File: src/rtl/score_display_mux.sv
// Score keeper with BCD accumulation and a multiplexed active-low
// seven-segment scanner. Adds fire on rising edges of score_valid,
// game_end freezes the score and blinks the display, and clear wins
// over everything else.
module score_display_mux #(
    parameter int unsigned DIGITS      = 4,
    parameter int unsigned REFRESH_DIV = 50000,
    parameter int unsigned SATURATE    = 0,
    parameter int unsigned BLANK_LZ    = 1,
    parameter int unsigned BLINK_TICKS = 64
) (
    input  logic                  clk,
    input  logic                  rst,
    input  logic [3:0]            score_inc,
    input  logic                  score_valid,
    input  logic                  game_end,
    input  logic                  clear,
    output logic [4*DIGITS-1:0]   score_bcd,
    output logic [DIGITS-1:0]     an,
    output logic [6:0]            seg,
    output logic                  overflow
);

    localparam int unsigned SCORE_W = 4 * DIGITS;
    localparam int unsigned IDX_W   = (DIGITS > 1) ? $clog2(DIGITS) : 1;
    localparam int unsigned TICK_W  = $clog2(REFRESH_DIV);
    localparam int unsigned BLINK_W = (BLINK_TICKS > 1) ? $clog2(BLINK_TICKS) : 1;
    localparam logic [SCORE_W-1:0] ALL_NINES = {DIGITS{4'h9}};
    localparam logic [6:0] SEG_OFF = 7'h7F;

    logic                 valid_q, valid_d;
    logic [SCORE_W-1:0]   score_q, score_d;
    logic                 overflow_q, overflow_d;
    logic [TICK_W-1:0]    tick_q, tick_d;
    logic [IDX_W-1:0]     idx_q, idx_d;
    logic [BLINK_W-1:0]   blink_cnt_q, blink_cnt_d;
    logic                 blink_on_q, blink_on_d;
    logic [DIGITS-1:0]    an_q, an_d;
    logic [6:0]           seg_q, seg_d;

    logic                 add_evt_c;
    logic [3:0]           inc_c;
    logic [SCORE_W-1:0]   sum_c;
    logic                 carry_c;
    logic [4:0]           dsum_c;
    logic                 tick_c;
    logic [3:0]           sel_c;
    logic                 blank_c;
    logic                 zero_from_c;

    // Active-low segment pattern {g,f,e,d,c,b,a} for one BCD digit.
    function automatic logic [6:0] seg_decode(input logic [3:0] d);
        logic [6:0] s;
        case (d)
            4'd0:    s = 7'h40;
            4'd1:    s = 7'h79;
            4'd2:    s = 7'h24;
            4'd3:    s = 7'h30;
            4'd4:    s = 7'h19;
            4'd5:    s = 7'h12;
            4'd6:    s = 7'h02;
            4'd7:    s = 7'h78;
            4'd8:    s = 7'h00;
            4'd9:    s = 7'h10;
            default: s = 7'h7F;
        endcase
        return s;
    endfunction

    // Ripple BCD adder: clamped increment into digit 0, carry through all digits.
    always_comb begin
        inc_c   = (score_inc > 4'd9) ? 4'd9 : score_inc;
        sum_c   = '0;
        carry_c = 1'b0;
        dsum_c  = '0;
        for (int k = 0; k < int'(DIGITS); k++) begin
            dsum_c = 5'(score_q[4*k +: 4]) + 5'(carry_c);
            if (k == 0) begin
                dsum_c = dsum_c + 5'(inc_c);
            end
            if (dsum_c > 5'd9) begin
                sum_c[4*k +: 4] = 4'(dsum_c - 5'd10);
                carry_c         = 1'b1;
            end else begin
                sum_c[4*k +: 4] = dsum_c[3:0];
                carry_c         = 1'b0;
            end
        end
    end

    // Score update with priority clear > game_end freeze > add.
    always_comb begin
        add_evt_c  = score_valid & ~valid_q;
        valid_d    = score_valid;
        score_d    = score_q;
        overflow_d = overflow_q;
        if (clear) begin
            score_d    = '0;
            overflow_d = 1'b0;
        end else if (game_end) begin
            score_d    = score_q;
        end else if (add_evt_c) begin
            score_d = (carry_c && (SATURATE != 0)) ? ALL_NINES : sum_c;
            if (carry_c) begin
                overflow_d = 1'b1;
            end
        end
    end

    // Refresh tick, scan index and blink phase.
    always_comb begin
        tick_c      = (tick_q == TICK_W'(REFRESH_DIV - 1));
        tick_d      = tick_c ? '0 : tick_q + TICK_W'(1);
        idx_d       = idx_q;
        blink_cnt_d = blink_cnt_q;
        blink_on_d  = blink_on_q;
        if (tick_c) begin
            idx_d = (idx_q == IDX_W'(DIGITS - 1)) ? '0 : idx_q + IDX_W'(1);
        end
        if (!game_end) begin
            blink_cnt_d = '0;
            blink_on_d  = 1'b1;
        end else if (tick_c) begin
            if (blink_cnt_q == BLINK_W'(BLINK_TICKS - 1)) begin
                blink_cnt_d = '0;
                blink_on_d  = ~blink_on_q;
            end else begin
                blink_cnt_d = blink_cnt_q + BLINK_W'(1);
            end
        end
    end

    // Digit select, leading-zero blanking and next an/seg values.
    always_comb begin
        sel_c       = '0;
        blank_c     = 1'b0;
        zero_from_c = 1'b1;
        for (int k = int'(DIGITS) - 1; k >= 0; k--) begin
            zero_from_c = zero_from_c & (score_q[4*k +: 4] == 4'd0);
            if (idx_q == IDX_W'(k)) begin
                sel_c   = score_q[4*k +: 4];
                blank_c = (BLANK_LZ != 0) && (k > 0) && zero_from_c;
            end
        end
        an_d  = blink_on_q ? ~(DIGITS'(1) << idx_q) : '1;
        seg_d = (!blink_on_q || blank_c) ? SEG_OFF : seg_decode(sel_c);
    end

    // State and output registers.
    always_ff @(posedge clk or posedge rst) begin
        if (rst) begin
            valid_q     <= 1'b1;
            score_q     <= '0;
            overflow_q  <= 1'b0;
            tick_q      <= '0;
            idx_q       <= '0;
            blink_cnt_q <= '0;
            blink_on_q  <= 1'b1;
            an_q        <= '1;
            seg_q       <= SEG_OFF;
        end else begin
            valid_q     <= valid_d;
            score_q     <= score_d;
            overflow_q  <= overflow_d;
            tick_q      <= tick_d;
            idx_q       <= idx_d;
            blink_cnt_q <= blink_cnt_d;
            blink_on_q  <= blink_on_d;
            an_q        <= an_d;
            seg_q       <= seg_d;
        end
    end

    assign score_bcd = score_q;
    assign overflow  = overflow_q;
    assign an        = an_q;
    assign seg       = seg_q;

endmodule

File: config.mk
export PLATFORM = sky130hd
export DESIGN_NAME = score_display_mux
export DESIGN_NICKNAME = d
export VERILOG_FILES = /design/src/rtl/score_display_mux.sv
export SDC_FILE = /design/constraint.sdc
export NUM_CORES = 1
export LEC_CHECK = 0
export ABC_CLOCK_PERIOD_IN_PS = 11900
export CAP_MARGIN = 15
export CORE_MARGIN = 2
export CORE_UTILIZATION = 61
export DETAILED_ROUTE_END_ITERATION = 8
export GPL_TIMING_DRIVEN = 0
export PLACE_DENSITY = 0.9
export SLEW_MARGIN = 20
export SYNTH_ARGS = -nofsm -noshare
export SYNTH_HDL_FRONTEND = slang
export SYNTH_SLANG_ARGS = --single-unit
File: constraint.sdc
create_clock -name clk -period 11.9 [get_ports clk]
set_input_delay 2.38 -clock clk [delete_from_list [all_inputs] [get_ports clk]]
set_output_delay 2.38 -clock clk [all_outputs]
set_load 0.02 [all_outputs]
==> flow_metrics.tcl <==
set metrics [dict create \
    synth_xor_area_frac 0.0644 \
    holdCritStartpoint "tick_q[13]" \
    final_core_util 0.729 \
    crit_start "score_inc[3]" \
    status "completed" \
    grt_max_degree 35 \
    synth_fa_ha_area_frac 0.0978 \
    cts_hold_buf 0 \
    cellPowerDensity_mw_per_mm2 85.3 \
    antenna_left 0 \
    crit_fanout 7 \
    postCtsSetupRepairBufs 0 \
    area_growth_syn_to_layout_pct 16.6 \
    cts.clk_slew.worst_paths_ps 110 \
    synth_cells 351 \
    tns_ps 0 \
    synth-seq-cells 54 \
    finalHoldViolations 0 \
    ios 37 \
    tightest_slew_ps 506 \
    peakVddDrop_v 0.0000531 \
    syn_area_mm2 0.00340 \
    grt-ovfl-total 0 \
    initial_core_util 0.625 \
    yosys.area.top_type_share 0.302 \
    layout_min_cycle_time_ps 7990 \
    nNetsFinal 430 \
    clock-sinks 54 \
    grt_usage 0.241 \
    die_w_um 78.7 \
    setup_viol 0 \
    end_kind "register" \
    numPortBuffers 36 \
    cts.htree.levels 2 \
    fmax_ghz 0.125 \
    rows 27 \
    synthSimpleGateAreaFrac 0.209 \
    grt_pass1_wl_um 11900 \
    cts_buffer_depth 2 \
    worstPathRequired_ps 12110 \
    place_area_mm2 0.00387 \
    syn_avg_cell_area_um2 9.69 \
    drcViolationCount 0 \
    num_antenna_cells 0 \
    core_mm2 0.00544 \
    yosysWarnings 0 \
    async_reset_ff_frac 1.00 \
    yosysSeqAreaShare 0.402 \
    synth.area.top_cells "dfrtp_1 30%, dfstp_2 10%, ha_1 9.2%, xnor2_1 4.1%, nand2_1 4.0%" \
    gp_congestion 0.865 \
    cts_made_buffers 5 \
    antenna_found_initial 0 \
    die_h_um 78.7 \
    maxSlewViolCount 0 \
    first_iter_violations 185 \
    cts_resized 0 \
    clk_latency_ps 320 \
    cpMaxStageDelayCell "clkdlybuf4s50_1" \
    skew_ps 16.0 \
    drive_gt1_frac 0.119 \
    routedWlPerCell_um 14.8 \
    worstPathArrival_ps 8190 \
    synth_edf_count 0 \
    yosysUniqueCellTypes 57 \
    r2r_start "score_bcd[0]" \
    maxSlewHeadroom 0.660 \
    rsz0062_at_grt "false" \
    syn-num-nets 386 \
    grt_pass1_vias 2720 \
    slowest_delay_ps 510 \
    synth_top_family_by_area "simple AND/OR/NAND/NOR gates" \
    leakagePower_uw 0.00174 \
    synth_compound_area_frac 0.167 \
    vias 2728 \
    finalInstanceArea_mm2 0.00397 \
    cp-start-kind "primary input" \
    dpl.hpwl_um 5180 \
    cts_tree "done" \
    drv_cap 0 \
    min_period_over_period 0.671 \
    vias_per_cell 5.83 \
    critPathKind "in2reg" \
    root_buffer "clkbuf_8" \
    dieArea_mm2 0.00619 \
    drt_pass1_iterations 5 \
    min_path_type "reg2reg" \
    cp_common_cell "ha_1" \
    synth_mux_area_frac 0.0239 \
    synth_top_cell_by_area "dfrtp_1" \
    totalWireLength_um 6930 \
    ys.flop_type "dfrtp_1" \
]
[flip-flops by register name (all words and copies together) (netlist names)]
| name | flops |
|---|---|
| tick_q | 16 |
| overflow | 1 |
| blink_cnt_q | 6 |
| seg | 7 |
| an | 4 |
| valid_q | 1 |
| idx_q | 2 |
| blink_on_q | 1 |
| score_bcd | 16 |
[worst max-delay path: cells and delay by family]
family / cells / cell delay (ps)
AOI/OAI and AO/OA: 9 / 1640
adders and majority gates: 9 / 2330
buffers and inverters: 6 / 910
and+or+nand+nor: 3 / 400
muxes: 1 / 110
xor gates and xnor gates: 2 / 410
[area by class of cell]
type | instances | area (um^2)
Buffer | 11 | 53.8
Clock buffer | 5 | 68.8
Clock inverter | 3 | 25.0
Fill cell | 406 | 1470
Inverter | 19 | 71.3
Multi-Input combinational cell | 267 | 1910
Sequential cell | 54 | 1370
Tap cell | 72 | 90.1
Timing Repair Buffer | 37 | 380
[metrics by stage]
stage | power, uW | std cells | hold slack, ps | worst slack [ps]
2_1_floorplan | 221 | 351 | 454 | 4720
3_3_place_gp | 234 | 459 | 477 | 3840
3_5_place_dp | 237 | 460 | 484 | 3650
4_1_cts | 340 | 468 | 499 | 3960
5_1_grt | 353 | 468 | 529 | 3440
6_report | 338 | 468 | 502 | 3910
[placed cells by master, fill, tap and decap left out, types with 3 or more instances in the layout]
master / synthesis / layout
a21oi_1: 19 / 19
a22o_1: 9 / 9
a32o_1: 3 / 3
and2_1: 3 / 3
and3_1: 8 / 8
buf_2: 7 / 7
clkbuf_1: 3 / 3
clkbuf_8: 0 / 5
clkdlybuf4s50_1: 0 / 36
dfrtp_1: 41 / 41
dfstp_2: 13 / 13
ha_1: 25 / 25
inv_1: 18 / 17
mux2i_1: 7 / 7
nand2_1: 36 / 36
nand2b_1: 15 / 15
nand3_1: 11 / 11
nand3b_1: 3 / 3
nand4bb_1: 3 / 3
nor2_1: 21 / 21
nor2b_1: 8 / 8
nor3_1: 4 / 4
o21ai_0: 5 / 5
o21ai_1: 16 / 16
o21ai_2: 3 / 3
o31ai_1: 5 / 5
xnor2_1: 16 / 16
xor2_1: 9 / 9
[synthesized netlist by cell type, types with 3 or more instances]
| cell type | n |
|---|---|
| nand4bb_1 | 3 |
| nor3_1 | 4 |
| a32o_1 | 3 |
| and3_1 | 8 |
| nor2b_1 | 8 |
| dfstp_2 | 13 |
| o31ai_1 | 5 |
| nor2_1 | 21 |
| a22o_1 | 9 |
| o21ai_1 | 16 |
| dfrtp_1 | 41 |
| nand3b_1 | 3 |
| inv_1 | 18 |
| o21ai_0 | 5 |
| xnor2_1 | 16 |
| nand3_1 | 11 |
| o21ai_2 | 3 |
| nand2_1 | 36 |
| ha_1 | 25 |
| mux2i_1 | 7 |
| a21oi_1 | 19 |
| xor2_1 | 9 |
| clkbuf_1 | 3 |
| buf_2 | 7 |
| and2_1 | 3 |
| nand2b_1 | 15 |
[power breakdown]
group	switching [uW]	leakage (uW)	internal, uW
Clock	62.7	0.0000447	42.6
Combinational	23.6	0.00100	18.5
Sequential	1.80	0.000693	189
Total	88.2	0.00174	250
[path summary, 6_finish.rpt]
| check | end | slack [ps] | cells past startpoint |
|---|---|---|---|
| worst min-delay path | tick_q[13] | 500 | 1 |
| worst min register to register | tick_q[13] | 500 | 1 |
| worst max-delay path | score_bcd[14] | 3910 | 30 |
| min in group asynchronous | tick_q[10] | 2380 | 2 |
| max in group asynchronous | valid_q | 8910 | 3 |
| worst max register to register | score_bcd[14] | 6260 | 27 |
[metal layers]
layer,track usage,vias to the layer above,part of all wire
met2,0.421,89,0.51
met1,0.304,1313,0.43
met4,0.0667,0,0.011
met3,0.0448,10,0.045
met5,0,-,0
li1,-,1316,-
[logic make-up after synthesis]
logic type | count (synthesis)
fa+ha+maj | 26
flops | 54
simple gates | 130
mux | 8
buf+inv | 30
compound gates | 78
xor+xnor | 25
Power figures use the tool's default switching activity.
